## config.mk

```make
export PLATFORM = sky130hd
export DESIGN_NAME = pulse_handshake_tx
export DESIGN_NICKNAME = d
export VERILOG_FILES = /design/src/rtl/pulse_handshake_tx.sv
export SDC_FILE = /design/constraint.sdc
export NUM_CORES = 1
export LEC_CHECK = 0
export ABC_AREA = 1
export CELL_PAD_IN_SITES_DETAIL_PLACEMENT = 1
export CELL_PAD_IN_SITES_GLOBAL_PLACEMENT = 2
export CORE_MARGIN = 5
export CORE_UTILIZATION = 32
export CTS_BUF_LIST = sky130_fd_sc_hd__clkbuf_4 sky130_fd_sc_hd__clkbuf_8
export DETAILED_ROUTE_END_ITERATION = 8
export DONT_BUFFER_PORTS = 1
export PLACE_DENSITY_LB_ADDON = 0.1
export SLEW_MARGIN = 10
export SYNTH_ARGS = -nofsm -noshare
export SYNTH_HDL_FRONTEND = slang
export SYNTH_SLANG_ARGS = --single-unit
```

## constraint.sdc

```tcl
create_clock -name clk -period 1.3 [get_ports clk]
set_input_delay 0.065 -clock clk [delete_from_list [all_inputs] [get_ports clk]]
set_output_delay 0.065 -clock clk [all_outputs]
set_load 0.005 [all_outputs]
```

## src/rtl/pulse_handshake_tx.sv

```systemverilog
// -----------------------------------------------------------------------------
// pulse_handshake_tx
//
// Source-side half of a pulse clock-domain crossing. Single-cycle event pulses
// in the local clk domain are turned into a 4-phase req/ack level handshake
// toward a receiver running on an unrelated clock:
//
//   req_out 0->1, wait ack 1, req_out 1->0, wait ack 0, back to idle.
//
// The receiver's ack arrives asynchronously and is brought into the clk domain
// by a SYNC_STAGES-deep flop synchronizer. Only the last synchronizer stage
// (ack_s) is used by any logic.
//
// Events that arrive while a transfer is in flight are queued in a saturating
// pending counter. When the counter is already full, a further event is
// discarded and reported on drop_pulse. An optional ack timeout abandons a
// request whose ack never arrives and reports it on err_pulse.
//
// Parameters
//   SYNC_STAGES  flops in the ack synchronizer (must be >= 2)
//   PEND_W       pending-counter width; at most 2**PEND_W-1 events queue
//   TIMEOUT      cycles in REQ_HI without ack before err_pulse; 0 disables
//
// Ports
//   clk          in   clock, rising edge
//   rst          in   synchronous active-high reset
//   pulse_in     in   single-cycle event request (clk domain)
//   ack_async    in   receiver ack level, asynchronous to clk
//   req_out      out  registered request level to the receiver
//   busy         out  high whenever the FSM is not in IDLE
//   done_pulse   out  one cycle: ack seen for the current request
//   drop_pulse   out  one cycle: pulse_in lost, pending counter full
//   err_pulse    out  one cycle: ack timeout expired
//   pending      out  queued events not yet started
// -----------------------------------------------------------------------------
module pulse_handshake_tx #(
  parameter int SYNC_STAGES = 2,
  parameter int PEND_W      = 3,
  parameter int TIMEOUT     = 64
) (
  input  logic              clk,
  input  logic              rst,
  input  logic              pulse_in,
  input  logic              ack_async,
  output logic              req_out,
  output logic              busy,
  output logic              done_pulse,
  output logic              drop_pulse,
  output logic              err_pulse,
  output logic [PEND_W-1:0] pending
);

  // ---------------------------------------------------------------------------
  // Local constants
  // ---------------------------------------------------------------------------
  // The timeout counter only ever has to hold 0..TIMEOUT-1. A disabled
  // timeout still gets a one-bit counter so that every width stays legal.
  localparam int TCNT_W      = (TIMEOUT > 1) ? $clog2(TIMEOUT) : 1;
  localparam int TCNT_LAST_I = (TIMEOUT > 0) ? TIMEOUT - 1 : 0;

  localparam logic [TCNT_W-1:0] TCNT_LAST = TCNT_W'(TCNT_LAST_I);
  localparam logic [PEND_W-1:0] PEND_MAX  = '1;

  // ---------------------------------------------------------------------------
  // State encoding
  // ---------------------------------------------------------------------------
  typedef enum logic [1:0] {
    IDLE   = 2'd0,
    REQ_HI = 2'd1,
    REQ_LO = 2'd2
  } state_e;

  // ---------------------------------------------------------------------------
  // Registers and their next-state values
  // ---------------------------------------------------------------------------
  state_e                 state_q, state_d;
  logic                   req_q,   req_d;
  logic [PEND_W-1:0]      pend_q,  pend_d;
  logic [TCNT_W-1:0]      tcnt_q,  tcnt_d;
  logic [SYNC_STAGES-1:0] ack_sync_q;

  // ---------------------------------------------------------------------------
  // Decoded conditions
  // ---------------------------------------------------------------------------
  logic ack_s;        // synchronized ack, the only view of ack_async
  logic start;        // IDLE -> REQ_HI this cycle
  logic timeout_hit;  // last permitted REQ_HI cycle without ack
  logic drop;

  // ---------------------------------------------------------------------------
  // Ack synchronizer
  // ---------------------------------------------------------------------------
  // The first flop may go metastable; the following stages give it time to
  // resolve before anything downstream looks at it.
  // NOTE: synchronizer flops are reset like any other state, so no stale ack
  // level survives a reset and completes the first request after it.
  always_ff @(posedge clk) begin
    if (rst) begin
      ack_sync_q <= '0;
    end else begin
      ack_sync_q <= {ack_sync_q[SYNC_STAGES-2:0], ack_async};
    end
  end

  assign ack_s = ack_sync_q[SYNC_STAGES-1];

  // ---------------------------------------------------------------------------
  // Next-state, counter and output decode
  // ---------------------------------------------------------------------------
  assign busy        = (state_q != IDLE);
  assign start       = (state_q == IDLE) && (pulse_in || (pend_q != '0));
  assign timeout_hit = (TIMEOUT != 0) && (tcnt_q == TCNT_LAST);

  always_comb begin
    // NOTE: every signal written here gets a default first, so that no path
    // through the case statements leaves one unassigned and infers a latch.
    state_d    = state_q;
    done_pulse = 1'b0;
    err_pulse  = 1'b0;

    unique case (state_q)
      IDLE: begin
        if (start) begin
          state_d = REQ_HI;
        end
      end

      REQ_HI: begin
        // A real ack wins over a timeout that expires in the same cycle.
        if (ack_s) begin
          state_d    = REQ_LO;
          done_pulse = 1'b1;
        end else if (timeout_hit) begin
          state_d   = REQ_LO;
          err_pulse = 1'b1;
        end
      end

      REQ_LO: begin
        // Wait for the receiver to release ack. There is no timeout here:
        // a new request must never be raised while ack is still high.
        if (!ack_s) begin
          state_d = IDLE;
        end
      end

      default: begin
        state_d = IDLE;
      end
    endcase
  end

  // req_out is registered so the receiver sees a glitch-free level. It is
  // high exactly while the FSM sits in REQ_HI.
  assign req_d = (state_d == REQ_HI);

  // The timeout counter runs only in REQ_HI. It holds zero everywhere else,
  // so it is already clear on REQ_HI entry.
  always_comb begin
    tcnt_d = '0;
    if ((TIMEOUT != 0) && (state_q == REQ_HI)) begin
      tcnt_d = tcnt_q + TCNT_W'(1);
    end
  end

  // Pending counter. A start that begins from an empty queue consumes the
  // pulse that triggered it directly. A start from a non-empty queue takes
  // the oldest queued event and queues the new pulse, if there is one. That
  // is a net no-op when the counter is full, so nothing is dropped then.
  always_comb begin
    pend_d = pend_q;
    drop   = 1'b0;

    if (start) begin
      if (pend_q != '0) begin
        pend_d = pend_q - PEND_W'(1) + PEND_W'(pulse_in);
      end
    end else if (pulse_in && busy) begin
      if (pend_q == PEND_MAX) begin
        drop = 1'b1;
      end else begin
        pend_d = pend_q + PEND_W'(1);
      end
    end
  end

  assign drop_pulse = drop;

  // ---------------------------------------------------------------------------
  // State register
  // ---------------------------------------------------------------------------
  // NOTE: sequential state is updated only with non-blocking assignments, so
  // every flop samples the values from before the edge.
  always_ff @(posedge clk) begin
    if (rst) begin
      state_q <= IDLE;
      req_q   <= 1'b0;
      pend_q  <= '0;
      tcnt_q  <= '0;
    end else begin
      state_q <= state_d;
      req_q   <= req_d;
      pend_q  <= pend_d;
      tcnt_q  <= tcnt_d;
    end
  end

  assign req_out = req_q;
  assign pending = pend_q;

endmodule

```

**Yosys cells after proc, flatten, opt, wreduce, memory -nomap -nowiden**

Index checks and enable logic that the tools add are counted.

- Register bits after elaboration: 14
- Output and inout bits: 8
- Logic and storage cells: 43

- Add/subtract/negate cells: 4
- Eq/ne operators: 7
- Muxes and demuxes: 17
- Bitwise logic cells: 1
- Reduce and logical (&&, ||, !) cells: 9

Operator list:

| cell | number |
|---|---|
| 2-to-1 mux 3 bit | 4 |
| 2-to-1 mux 1 bit | 8 |
| 2-to-1 mux 2 bit | 4 |
| adder 6 x 1 -> 6 bit, second input constant | 1 |
| == test 6 bit, second input constant | 1 |
| case mux 2 bit (3 select lines) | 1 |
| == test 2 x 1 -> 1 bit, second input constant | 2 |
| nonzero test 2 bit | 2 |
| adder 3 x 1 -> 3 bit | 1 |
| adder 3 x 1 -> 3 bit, second input constant | 1 |
| == test 3 bit, second input constant | 1 |
| AND reduction 3 bit | 1 |
| nonzero test 3 bit | 1 |
| subtractor 3 x 1 -> 3 bit, second input constant | 1 |
| == test 2 bit, second input constant | 1 |
| logical AND 1 bit | 2 |
| logical NOT 2 bit | 1 |
| != test 2 x 1 -> 1 bit, second input constant | 1 |
| != test 2 bit, second input constant | 1 |
| OR reduction 2 bit | 1 |
| logical OR 1 bit | 1 |
| inverter 1 bit | 1 |

**Longest topological paths before layout**

- Depth in word-level cells: 6
- Mapped depth: 10

**Worst setup path before layout**

No wires, ideal clock.

- Path kind: flip-flop to flip-flop
- Start: register pend_q[0], in the netlist pending[0]
- End: register pend_q[2], in the netlist pending[2]
- Setup time: 111 ps
- Arrival time: 1099 ps
- Data required time: 1189 ps
- Slack: 90 ps
- Cell stages (with the launch flop): 10
- Buffers on the path: 0
- Clock period less this slack: 1210 ps
- Cells stage by stage: dfxtp_1 inv_1 ha_1 ha_1 nand2_1 nand2_1 nand3_1 nand2_1 nor2_1 nor2_1

- Word-level cells in the longest chain between the ends: 5

RTL lines:

| what | RTL line | RTL |
|---|---|---|
| from (decl) | 78 | `logic [PEND_W-1:0] pend_q, pend_d;` |
| from (signal assigned) | 203 | `pend_q <= pend_d;` |
| branches (longest 5 deep; another with subtractor 3 x 1 -> 3 bit) | - |  |

Parallel ways; which one is timed is not known. The select of a mux whose other input is x is not followed.
A chain may end at the register's enable or synchronous reset.

**Worst setup path after layout**

Same ends and word-level chain as after synthesis.

==> reports/metrics.yaml <==
finish:
  stdcell_count: 145
  layout-drive-gt1-share_pct: 40.2
  layout.area.seq_um2: 292
  finalNetCount: 128
  multi_input_area_um2: 539
  fill_cells: 286
  diodes: 0
  syn2layout_area_growth_pct: 38.9
power_and_ir_drop:
  p_leak_nw: 0.450
  power.internal_mw: 1.08
  total_power_mw: 1.87
  p_sw_uw: 792
  p_comb_share_pct: 49.5
  p_per_area_nw_per_um2: 1810
  sw_frac_of_total_pct: 42.3
  p_seq_share_pct: 33.8
  p_clk_share_pct: 16.7
  vdd_ir_drop_max_v: 0.000891
floorplan:
  io_pins: 12
  die_y_um: 58.3
  start_util_pct: 33.7
  die_w_um: 58.3
  rows: 17
  coreArea_um2: 2210
  die_area_um2: 3400
global_routing:
  grt_pass1_wl_um: 3130
  grt_pass1_vias: 733
  overflow: 0
  grt_max_degree: 9
  grt_antenna_before_repair: 0
  grt_use_total_pct: 11.7
logic_synthesis:
  ys_seq_area_share_pct: 37.6
  ys_ff_latch: 14
  netlist_area_um2: 746
  synth_edf_count: 0
  yosysWarnings: 0
  synth_area_leaders: "dfxtp_1 (38%), ha_1 (10%), nand2_1 (10%), nor2_1 (9.1%), inv_1 (8.1%)"
  syn_avg_cell_area_um2: 7.04
  synth_nets: 116
  yosysTopAreaCell: "dfxtp_1"
  synth_top_area_share_pct: 37.6
  synthCells: 106
  synthArstFlopShare_pct: 0
  synth_common_cells: "nand2_1 (20), nor2_1 (18), inv_1 (16)"
  synth_ff_type: "dfxtp_1"
  ys_types: 16
  synth.most_common_cell: "nand2_1"
clock_tree:
  cts_num_sinks: 14
  ctsRootBufferMaster: "clkbuf_4"
  htree_num_levels: 1
  clk_latency_ps: 270
  clockBufferDepth: 2
  clk_pin_slew_worst_paths_ps: 90
  cts_buffers: 3
  tritoncts: "done"
routing:
  ant_nets: 0
  routedWlPerCell_um: 12.1
  routed_wl_um: 1760
  viasPerCell: 4.65
  num_vias: 674
  drc_errors: 0
  first_pass_iters: 4
  first_iter_violations: 8
timing:
  skew_ps: 4.98
  rsz0062_at_grt: "true"
  max-slew-margin-rel_pct: 79.3
  fmax_mhz: 808
  worstMarginPinSlew_ps: 309
  final_max_slew_viol_count: 0
  hold_viol_final: 0
  fin_crit_sh_pct: 95.2
  setup_viol_count_final: 0
  fin_hold_ws_ps: 66.3
  period_needed_ps: 1240
min_path:
  holdPathEnd: "pending[1]"
  hold_class: "in2reg"
  min_path_cells: 4
  min-delay-start: "pulse_in"
flow_run:
  max-cap-violations: 0
setup_path:
  cp_slowest_cell: "dfxtp_4"
  required_ps: 1480
  start_kind: "flip-flop"
  critical-path-max-stage-delay_ps: 380
  r2r_slack_ps: 60
  crit_family: "flip-flops"
  end_kind: "flip-flop"
  crit_chain: "ha_4 > ha_4 > inv_4 > nand3_4 > nand2_4 > inv_1 > nor2_1 > nor2_1"
  reg2regPathDepth: 8
  path_class: "reg2reg"
  critPathBufInv: 2
  crit_arrival_ps: 1410
  timing.critical_path.from: "pending[0]"
  r2r_start: "pending[0]"
  reg2reg_to: "pending[2]"
  worst-path-max-fanout: 4
status:
  status: "finished clean"
placed_design:
  place_congestion: 0.846
  dp_cells: 137
  dp_hpwl_um: 1390
  port_buffers: 0
## flip-flops by register name, summed over array words and instances, names as in the netlist
| name | cells |
|---|---|
| tcnt_q | 6 |
| pending | 3 |
| req_out | 1 |
| ack_sync_q | 2 |
| state_q | 2 |
## placed cells by master (no fill, tap or decap), drive strengths merged
cell type     n
a21oi         5
buf           5
clkbuf        4
dfxtp        14
dlygate4sd3   2
ha            6
inv          19
nand2        24
nand3        12
nor2         20
nor3          3
nor3b         1
o21a          1
o21ai         1
## metrics by stage
stage               setup WS [ps]  area [µm²]  TNS (ps)  util [%]
floorplan                    89.5         746         0         -
global placement             19.8         803         0      36.3
detailed placement          0.525         803         0      36.3
CTS                         -36.9         920     -36.9      41.6
global route                -40.0        1040     -40.0      46.8
finish                       62.3        1040         0      46.8
## cell families (layout without fill, tap and decap cells)
| kind of cell | Yosys count | after routing | share of synthesized area [%] |
|---|---|---|---|
| AO/OA/AOI/OAI | 7 | 7 | 5.54 |
| adder cells (fa/ha/maj) | 6 | 6 | 10.1 |
| buffers and inverters | 19 | 30 | 9.56 |
| flip-flops | 14 | 14 | 37.6 |
| AND/OR/NAND/NOR | 60 | 60 | 37.2 |
## repair_timing
item                                   4_1_cts  5_1_grt
setup endpoints to repair                    5        5
resized for setup                           15       28
hold buffers                                 2        0
pin swaps                                    4        8
endpoints found under the hold margin       13        0
buffers inserted                             1        1
## how the worst max path moves through the flow
stage,endpoint,cells past startpoint
floorplan,pending[2],9
global placement,pending[2],9
detailed placement,pending[2],10
CTS,err_pulse,5
global route,pending[2],9
finish,pending[2],8
## worst register-to-register path, stage by stage, from the launching register on
cell,delay [ps]
dfxtp_4,380
ha_4,160
ha_4,160
inv_4,70
nand3_4,100
nand2_4,90
inv_1,40
nor2_1,100
nor2_1,50
## cell type report
type,count,share of cell area (%)
multi-input cells,73,52.1
clock buffers,4,3.50
flip-flops and latches,14,28.1
repair buffers,7,5.56
inverters,19,7.37
well taps,28,3.38
## power groups by stage
stage	sequential (mW)	combinational (mW)	clock (mW)
2_1_floorplan	0.571	0.513	0
3_3_place_gp	0.577	0.715	0
3_5_place_dp	0.582	0.708	0
4_1_cts	0.584	0.731	0.331
5_1_grt	0.641	1.06	0.360
6_report	0.633	0.928	0.313
## metal layers
layer,vias to the layer above,GRT usage (%),part of all wire [%]
li1,354,-,-
met2,11,18.8,46
met1,307,14.9,49
met5,-,0,0
met4,0,3.97,0.97
met3,2,3.12,4.6
No activity file was read; power rests on OpenSTA's default activity.
